==> src/rtl/final_bits_flusher.sv <==
// final_bits_flusher
//
// Sequential end-of-frame flusher for the encoder pipeline. A flush request
// captures the final low/cnt pair. The block applies end-of-frame rounding, or
// passes low through untouched in raw mode. It then serialises between 1 and
// MAX_WORDS words toward carry propagation over a valid/ready handshake.
//
// Ports
//   clk        rising-edge clock
//   reset      asynchronous, active-high reset
//   in_valid   flush request
//   in_ready   block idle, request accepted when in_valid & in_ready
//   in_low     final low value (LOW_WIDTH bits)
//   in_cnt     final bit count, unsigned (D_SIZE bits)
//   in_mode    0 = rounded termination, 1 = raw (e = low)
//   out_valid  out_word holds a valid word
//   out_ready  downstream accepts the current word
//   out_word   emitted word (OUTPUT_BITSTREAM_WIDTH bits)
//   out_index  0-based index of the current word
//   out_last   current word is the final word of this flush
//   out_error  one-cycle pulse, request rejected because in_cnt is out of range
//
// All outputs come straight from flops. No combinational path exists from
// in_valid or out_ready to any output.

module final_bits_flusher #(
  parameter int OUTPUT_BITSTREAM_WIDTH = 16,
  parameter int D_SIZE                 = 5,
  parameter int LOW_WIDTH              = 24,
  parameter int ROUND_BITS             = 14,
  parameter int MAX_WORDS              = 3
) (
  input  logic                              clk,
  input  logic                              reset,
  input  logic                              in_valid,
  output logic                              in_ready,
  input  logic [LOW_WIDTH-1:0]              in_low,
  input  logic [D_SIZE-1:0]                 in_cnt,
  input  logic                              in_mode,
  output logic                              out_valid,
  input  logic                              out_ready,
  output logic [OUTPUT_BITSTREAM_WIDTH-1:0] out_word,
  output logic [1:0]                        out_index,
  output logic                              out_last,
  output logic                              out_error
);

  // e carries one extra bit so the rounding carry out of low is kept.
  localparam int EW = LOW_WIDTH + 1;

  // Rounding mask M and the bit just above it (M + 1).
  localparam logic [EW-1:0] ROUND_MASK = {{(EW - ROUND_BITS){1'b0}}, {ROUND_BITS{1'b1}}};
  localparam logic [EW-1:0] ROUND_BIT  = ROUND_MASK + EW'(1);

  // Largest cnt that still leaves word 0 with a non-negative shift for
  // every word.
  localparam logic [D_SIZE-1:0] CNT_MAX = D_SIZE'(LOW_WIDTH - 8);

  // Highest legal word index. It clamps the word count, so a wide D_SIZE
  // can never push out_index past the words that exist.
  localparam logic [D_SIZE-4:0] MAX_IDX_WIDE = (D_SIZE - 3)'(MAX_WORDS - 1);
  localparam logic [1:0]        MAX_IDX      = 2'(MAX_WORDS - 1);

  typedef enum logic [1:0] {
    IDLE = 2'd0,
    CALC = 2'd1,
    EMIT = 2'd2
  } state_t;

  state_t state_q, state_d;

  // Datapath registers
  logic [LOW_WIDTH-1:0] low_q;
  logic [D_SIZE-1:0]    cnt_q;
  logic                 mode_q;
  logic [EW-1:0]        e_q;

  // Combinational helpers
  logic [EW-1:0]        e_calc;
  logic [D_SIZE-4:0]    words_m1;
  logic [1:0]           last_idx;
  logic                 accept;
  logic                 cnt_bad;
  logic                 handshake;
  logic                 load_in;
  logic                 load_e;

  // Next values for the registered outputs
  logic                              in_ready_d;
  logic                              out_valid_d;
  logic [OUTPUT_BITSTREAM_WIDTH-1:0] out_word_d;
  logic [1:0]                        out_index_d;
  logic                              out_last_d;
  logic                              out_error_d;

  // Word i is e shifted right by cnt + 7 - 8i. Word 0 keeps everything above
  // the shift, up to the output width, because it carries the rounding carry.
  // Later words keep only one byte.
  function automatic logic [OUTPUT_BITSTREAM_WIDTH-1:0] word_at(
    input logic [EW-1:0]     e,
    input logic [D_SIZE-1:0] c,
    input logic [1:0]        i
  );
    logic [D_SIZE+1:0] sh;
    logic [EW-1:0]     s;
    sh = (D_SIZE + 2)'(c) + (D_SIZE + 2)'(7) - (D_SIZE + 2)'({i, 3'b000});
    s  = e >> sh;
    if (i == 2'd0) begin
      return OUTPUT_BITSTREAM_WIDTH'(s);
    end
    return OUTPUT_BITSTREAM_WIDTH'(s[7:0]);
  endfunction

  // The terminated value. Rounded mode rounds low up to the next multiple of
  // M+1 and then forces the M+1 bit on. The extra top bit of the sum catches
  // the carry out of low. Raw mode just zero-extends low.
  always_comb begin
    e_calc = {1'b0, low_q};
    if (!mode_q) begin
      e_calc = (({1'b0, low_q} + ROUND_MASK) & ~ROUND_MASK) | ROUND_BIT;
    end
  end

  // The flush emits floor(cnt/8) + 1 words, so the final index is the upper
  // bits of cnt, clamped to the number of words the block can hold.
  always_comb begin
    words_m1 = cnt_q[D_SIZE-1:3];
    last_idx = 2'(words_m1);
    if (words_m1 > MAX_IDX_WIDE) begin
      last_idx = MAX_IDX;
    end
  end

  // Handshake qualifiers. in_ready is high only in IDLE and out_valid only in
  // EMIT, so these already ignore requests and acks in the wrong state.
  always_comb begin
    accept    = in_valid & in_ready;
    cnt_bad   = in_cnt > CNT_MAX;
    handshake = out_valid & out_ready;
  end

  // Next-state and next-output logic. Every output is recomputed here and
  // registered below. A word that waits on backpressure keeps its registered
  // value unchanged, because the defaults hold the current outputs.
  always_comb begin
    state_d     = state_q;
    out_valid_d = out_valid;
    out_word_d  = out_word;
    out_index_d = out_index;
    out_last_d  = out_last;
    out_error_d = 1'b0;
    load_in     = 1'b0;
    load_e      = 1'b0;

    case (state_q)
      IDLE: begin
        if (accept) begin
          load_in = 1'b1;
          if (cnt_bad) begin
            out_error_d = 1'b1;
          end else begin
            state_d = CALC;
          end
        end
      end

      CALC: begin
        load_e      = 1'b1;
        state_d     = EMIT;
        out_valid_d = 1'b1;
        out_word_d  = word_at(e_calc, cnt_q, 2'd0);
        out_index_d = 2'd0;
        out_last_d  = (last_idx == 2'd0);
      end

      EMIT: begin
        if (handshake) begin
          if (out_last) begin
            state_d     = IDLE;
            out_valid_d = 1'b0;
            out_word_d  = '0;
            out_index_d = 2'd0;
            out_last_d  = 1'b0;
          end else begin
            out_index_d = out_index + 2'd1;
            out_word_d  = word_at(e_q, cnt_q, out_index_d);
            out_last_d  = (out_index_d == last_idx);
          end
        end
      end

      default: begin
        state_d     = IDLE;
        out_valid_d = 1'b0;
        out_word_d  = '0;
        out_index_d = 2'd0;
        out_last_d  = 1'b0;
      end
    endcase

    in_ready_d = (state_d == IDLE);
  end

  // State register. Reset aborts any flush in progress.
  always_ff @(posedge clk or posedge reset) begin
    if (reset) begin
      state_q <= IDLE;
    end else begin
      state_q <= state_d;
    end
  end

  // Output registers. in_ready resets high because the block comes up idle.
  always_ff @(posedge clk or posedge reset) begin
    if (reset) begin
      in_ready  <= 1'b1;
      out_valid <= 1'b0;
      out_word  <= '0;
      out_index <= 2'd0;
      out_last  <= 1'b0;
      out_error <= 1'b0;
    end else begin
      in_ready  <= in_ready_d;
      out_valid <= out_valid_d;
      out_word  <= out_word_d;
      out_index <= out_index_d;
      out_last  <= out_last_d;
      out_error <= out_error_d;
    end
  end

  // Datapath registers load only on an accepted request or during CALC, so
  // they stay quiet while the block idles or streams words.
  always_ff @(posedge clk or posedge reset) begin
    if (reset) begin
      low_q  <= '0;
      cnt_q  <= '0;
      mode_q <= 1'b0;
      e_q    <= '0;
    end else begin
      if (load_in) begin
        low_q  <= in_low;
        cnt_q  <= in_cnt;
        mode_q <= in_mode;
      end
      if (load_e) begin
        e_q <= e_calc;
      end
    end
  end

endmodule

==> config.mk <==
export PLATFORM = sky130hd
export DESIGN_NAME = final_bits_flusher
export DESIGN_NICKNAME = d
export VERILOG_FILES = /design/src/rtl/final_bits_flusher.sv
export SDC_FILE = /design/constraint.sdc
export NUM_CORES = 1
export LEC_CHECK = 0
export ABC_AREA = 1
export BUFFER_PORTS_ARGS = -buffer_cell sky130_fd_sc_hd__buf_2
export CORE_UTILIZATION = 55
export DETAILED_ROUTE_END_ITERATION = 8
export PLACE_DENSITY_LB_ADDON = 0.08
export RECOVER_POWER = 25
export SYNTH_ARGS = -nofsm -noshare
export SYNTH_HDL_FRONTEND = slang
export SYNTH_SLANG_ARGS = --single-unit
==> constraint.sdc <==
create_clock -name clk -period 2.55 [get_ports clk]
set_clock_uncertainty 0.1 [all_clocks]
set_input_delay 0.255 -clock clk [delete_from_list [all_inputs] [get_ports clk]]
set_output_delay 0.255 -clock clk [all_outputs]
set_load 0.01 [all_outputs]
* Word-level counts from Yosys, hierarchy flattened *
Cells that the tools add are included.
W data, S select, Z words.

word-level totals
  register bits = 79
  input port bits = 34
  output and inout bits = 22
  word-level logic and storage cells = 66

operators by class
  add/sub/neg operators = 4
  magnitude comparators = 2
  equality and inequality tests = 5
  shifts and indexed selects = 2
  multiplexer cells = 33
  bitwise operators = 3
  reduce and logical (&&, ||, !) cells = 6

operators with widths
  operator                  count
  $mux W16                  5
  $shr A25 B7 Y16           2
  $pmux W16 S3              1
  $add A24 B14 Y25 const B  1
  $mux W25                  1
  $mux W1                   15
  $mux W2                   7
  $logic_not A2 Y1          4
  $sub A6 B5 Y7             1
  $add A5 B3 Y6 const B     1
  $pmux W1 S3               2
  $pmux W2 S3               1
  $gt A5 B5 Y1 const B      1
  $ne A2 B2 Y1 const B      2
  $pmux W2 S2               1
  $reduce_and A3 Y1         1
  $add A2 B1 Y2 const B     1
  $and A1 B1 Y1             2
  $eq A2 B1 Y1 const B      1
  $eq A2 B2 Y1              1
  $eq A2 B2 Y1 const B      1
  $gt A2 B2 Y1 const B      1
  $reduce_and A2 Y1         1
  $not A1 Y1                1

* Longest topological paths before layout *
  depth in word-level cells = 10
  depth in mapped cells = 19
  depth with buffers taken out = 18

* Worst setup path before layout *
No wires, ideal clock.

  kind = flip-flop to flip-flop
  start = register cnt_q[1]
  end = register out_word[9]
  library setup time = 0.117 ns
  data arrival time = 2.567 ns
  data required time = 2.333 ns
  path slack = -0.234 ns
  cell stages (with the launch flop) = 17
  path buffers = 2
  clock period less this slack = 2.784 ns
  path through = dfrtp_1 inv_1 buf_2 buf_2 ha_1 fa_1 a21oi_1 o21bai_1 or2_2 nand3_1 inv_1 nand3_1 inv_1 o211ai_1 nand2_1 nand2_1 nand2_1

between the ends
  cells in the longest elaborated chain, start to end = 8

RTL lines
  what                    line  source
  start, declared         74    logic [D_SIZE-1:0] cnt_q;
  start signal, assigned  243   cnt_q <= in_cnt;
  $add A5 B3 Y6 *         106   sh = (D_SIZE + 2)'(c) + (D_SIZE + 2)'(7) - (D_SIZE + 2)'({i, 3'b000});
  $sub A6 B5 Y7           106
  $shr A25 B7 Y16         107   s = e >> sh;
  $mux W16                108   if (i == 2'd0) begin
  $mux W16                111   return OUTPUT_BITSTREAM_WIDTH'(s[7:0]);
  $mux W16                178   if (out_last) begin
  $mux W16                177   if (handshake) begin
  $pmux W16 S3 *          155   case (state_q)
  end signal, assigned    225   out_word <= out_word_d;
  end, declared           42    output logic [OUTPUT_BITSTREAM_WIDTH-1:0] out_word,

Every way passes the cells marked *; elsewhere a longest branch is shown, timed or not. The select of a mux whose other input is x is not followed.
A chain may end at the register's enable or synchronous reset.

* Worst setup path after layout *
  start = register out_index[0]
  end = register out_word[10]

between the ends
  cells in the longest elaborated chain, start to end = 10

RTL lines
  what                                                                   line  source
  start, declared                                                        43    output logic [1:0] out_index,
  start signal, assigned                                                 226   out_index <= out_index_d;
  $add A2 B1 Y2 *                                                        185   out_index_d = out_index + 2'd1;
  parallel branches: the longest is 5 deep, another holds $sub A6 B5 Y7  n/a
  $mux W16 *                                                             111
  $mux W16 *                                                             178
  $mux W16 *                                                             177
  $pmux W16 S3 *                                                         155

Every way passes the cells marked *. The select of a mux whose other input is x is not followed.

==> impl_metrics.env <==
export IMPL_final_nets=1014
export IMPL_crit_path_max_fanout=11
export IMPL_rrSetupSlack_ps=-310
export IMPL_cts_tree="yes"
export IMPL_cts_root_buf="clkbuf_8"
export IMPL_detail_route_wirelength_um=18700
export IMPL_ys_warn_count=0
export IMPL_fillCellCount=919
export IMPL_worstSetupEndpointType="register"
export IMPL_slew_headroom_pct=30.7
export IMPL_rr_startpoint="out_index[0]"
export IMPL_synth_top_cell_area_share_pct=33.5
export IMPL_critPathLaunchType="register"
export IMPL_reg2regPathDepth=14
export IMPL_rsz0062_at_grt="yes"
export IMPL_rows=37
export IMPL_endpoint="out_word[10]"
export IMPL_ys_types=39
export IMPL_clk_latency_ps=380
export IMPL_final_layout_size_suffix_gt1_share_pct=20.5
export IMPL_n_antenna_cell=0
export IMPL_hold_class="in2reg"
export IMPL_hpwl_um=13600
export IMPL_min_period_over_period_pct=112
export IMPL_fin_crit_ps=2860
export IMPL_yosysTopAreaCell="dfrtp_1"
export IMPL_overflow=0
export IMPL_dieWidth_um=105
export IMPL_wl_per_cell_um=16.9
export IMPL_critPathKind="reg2reg"
export IMPL_syn_to_final_growth_pct=22.1
export IMPL_yosys_top_cells_area="dfrtp_1, nand3_1, nand2_1, o21ai_0, inv_1"
export IMPL_numPortBuffers=55
export IMPL_violations="negative setup slack"
export IMPL_drc_errors=0
export IMPL_die_h_um=105
export IMPL_synth_edff_count=0
export IMPL_start_util_pct=56.7
export IMPL_hold_viol=0
export IMPL_synthFlopType="dfrtp_1"
export IMPL_clkSinkCount=79
export IMPL_dp_cells=1063
export IMPL_instances_no_fill=1107
export IMPL_setup_ws_ps=-307
export IMPL_coreArea_mm2=0.0103
export IMPL_cts_reportedPaths_clkPinSlew_ps=100
export IMPL_slew_violations=0
export IMPL_worstReg2RegEnd="out_word[10]"
export IMPL_syn_avg_cell_area_um2=6.68
export IMPL_cts_buffers=9
export IMPL_die_area_mm2=0.0110
export IMPL_via_per_inst=5.91
export IMPL_required_ps=2770
export IMPL_multi_input_area_mm2=0.00356
export IMPL_synth_nets=920
export IMPL_worst_pin_slew_ps=1040
export IMPL_seq_area_frac_synth_pct=34.0
export IMPL_worstPathArrival_ps=3070
export IMPL_max_freq_mhz=350
export IMPL_pin_count=56
export IMPL_layout_area_seq_mm2=0.00198
export IMPL_grt_usage_pct=35.2
export IMPL_cts_buffer_depth=2
export IMPL_gp_congestion=0.965
export IMPL_netlist_area_mm2=0.00582
export IMPL_report_final_setup_viol=16
export IMPL_antenna_found_initial=0
export IMPL_ys_seq_elements=79
export IMPL_ant_nets=0
export IMPL_via_count=6538
export IMPL_htreeDepth=3
export IMPL_grt_pass1_vias=6261
export IMPL_synthCells=872
export IMPL_grt_max_degree=54
export IMPL_status="finished, violations left"
export IMPL_async_flop_share_pct=100
export IMPL_drt_iter0_drc=615
export IMPL_maxCapViolCount=0
export IMPL_grt_pass1_wl_um=30700
export IMPL_worstSetupStartpoint="out_index[0]"
export IMPL_first_pass_iters=5
-- worst max-delay path, cell delays in order, from the launching register on --
cell and delay (ps):
dfrtp_2 460, ha_4 290, fa_1 440, nor2_2 140, nand4_1 140, nand3_4 160
buf_12 150, nand3_1 120, nand3_1 180, nand3_2 140, nand3_1 120, nand2_1 60
o21ai_1 130, nand2_1 80, nand2_1 80
-- what timing repair did --
action,CTS,global route
cloned,1,1
resized for setup,27,16
endpoints found under the setup margin,16,16
hold buffers,25,0
endpoints found under the hold margin,49,0
pin swaps,2,1
setup buffers,1,0
-- through the flow --
stage	util [%]	setup slack [ps]	TNS, ps	area, um^2	hold WS [ps]
2_1_floorplan	-	-14.0	-18.2	5870	265
3_3_place_gp	63.0	-200	-1690	6480	238
3_5_place_dp	63.0	-322	-3930	6480	249
4_1_cts	68.5	-236	-3000	7040	12.1
5_1_grt	69.2	-448	-5860	7110	54.5
6_report	69.2	-307	-3640	7110	22.7
-- cells by family after synthesis --
family,count (synthesis),synth area share (%)
simple gates,550,43.9
buf+inv,115,8.01
compound gates,111,10.4
flops,79,34.0
fa+ha+maj,14,3.27
xor+xnor,3,0.451
-- how the worst min path moves through the flow --
stage,start,to,cells past startpoint
2_1_floorplan,in_low[10],low_q[10],2
3_3_place_gp,reset,out_last,2
3_5_place_dp,reset,out_last,2
4_1_cts,in_low[6],low_q[6],3
5_1_grt,in_low[6],low_q[6],3
6_report,in_low[6],low_q[6],3
-- metal layers --
layer	global-route usage, %	vias to the layer above	part of all wire [%]	wire length (um)
met2	58.1	306	47	8850
met4	12.7	0	2.8	532
met3	5.80	56	7.3	1360
met5	0	-	0	0
li1	-	3106	-	-
met1	46.7	3070	42	7940
-- final cells by class --
| cell class | instances | share of cell area (%) |
|---|---|---|
| tap | 136 | 2.39 |
| multi-input combinational | 678 | 50.0 |
| clock buffer | 9 | 1.74 |
| clock inverter | 7 | 1.04 |
| sequential | 79 | 27.8 |
| inverter | 66 | 3.50 |
| timing repair buffer | 132 | 13.5 |
-- flip-flops by register name (all words and copies together) (netlist names) --
register,flops
in_ready,1
out_error,1
state_q,2
out_index,2
out_word,16
out_last,1
e_q,25
cnt_q,5
mode_q,1
low_q,24
out_valid,1
-- synth_stat cells, types with 3 or more instances --
master	n
nand2_2	9
nand3_1	202
o21ai_0	63
o22ai_1	7
inv_1	59
nor2_1	36
o31ai_1	3
o211ai_1	5
dfrtp_1	78
buf_1	9
o21ai_1	3
clkbuf_1	19
nor2_2	9
a21oi_1	15
inv_2	5
nand2_1	258
or2_2	3
nand3_2	18
buf_2	19
a31oi_1	12
ha_1	12
nand4_1	8
-- layout by cell type, fill, tap and decap left out, types with 12 or more instances in the layout --
master           n
clkbuf_1        15
a21oi_1         12
dfrtp_1         77
buf_4           48
nand2_2         16
nand2_1        251
buf_2           40
inv_1           57
dlygate4sd3_1   25
nor2_1          34
a31oi_1         12
nand3_1        184
o21ai_0         54
nand3_2         35
Power is not shown: default switching activity piles up to over one toggle a cycle in this logic, so the estimate is an artifact.
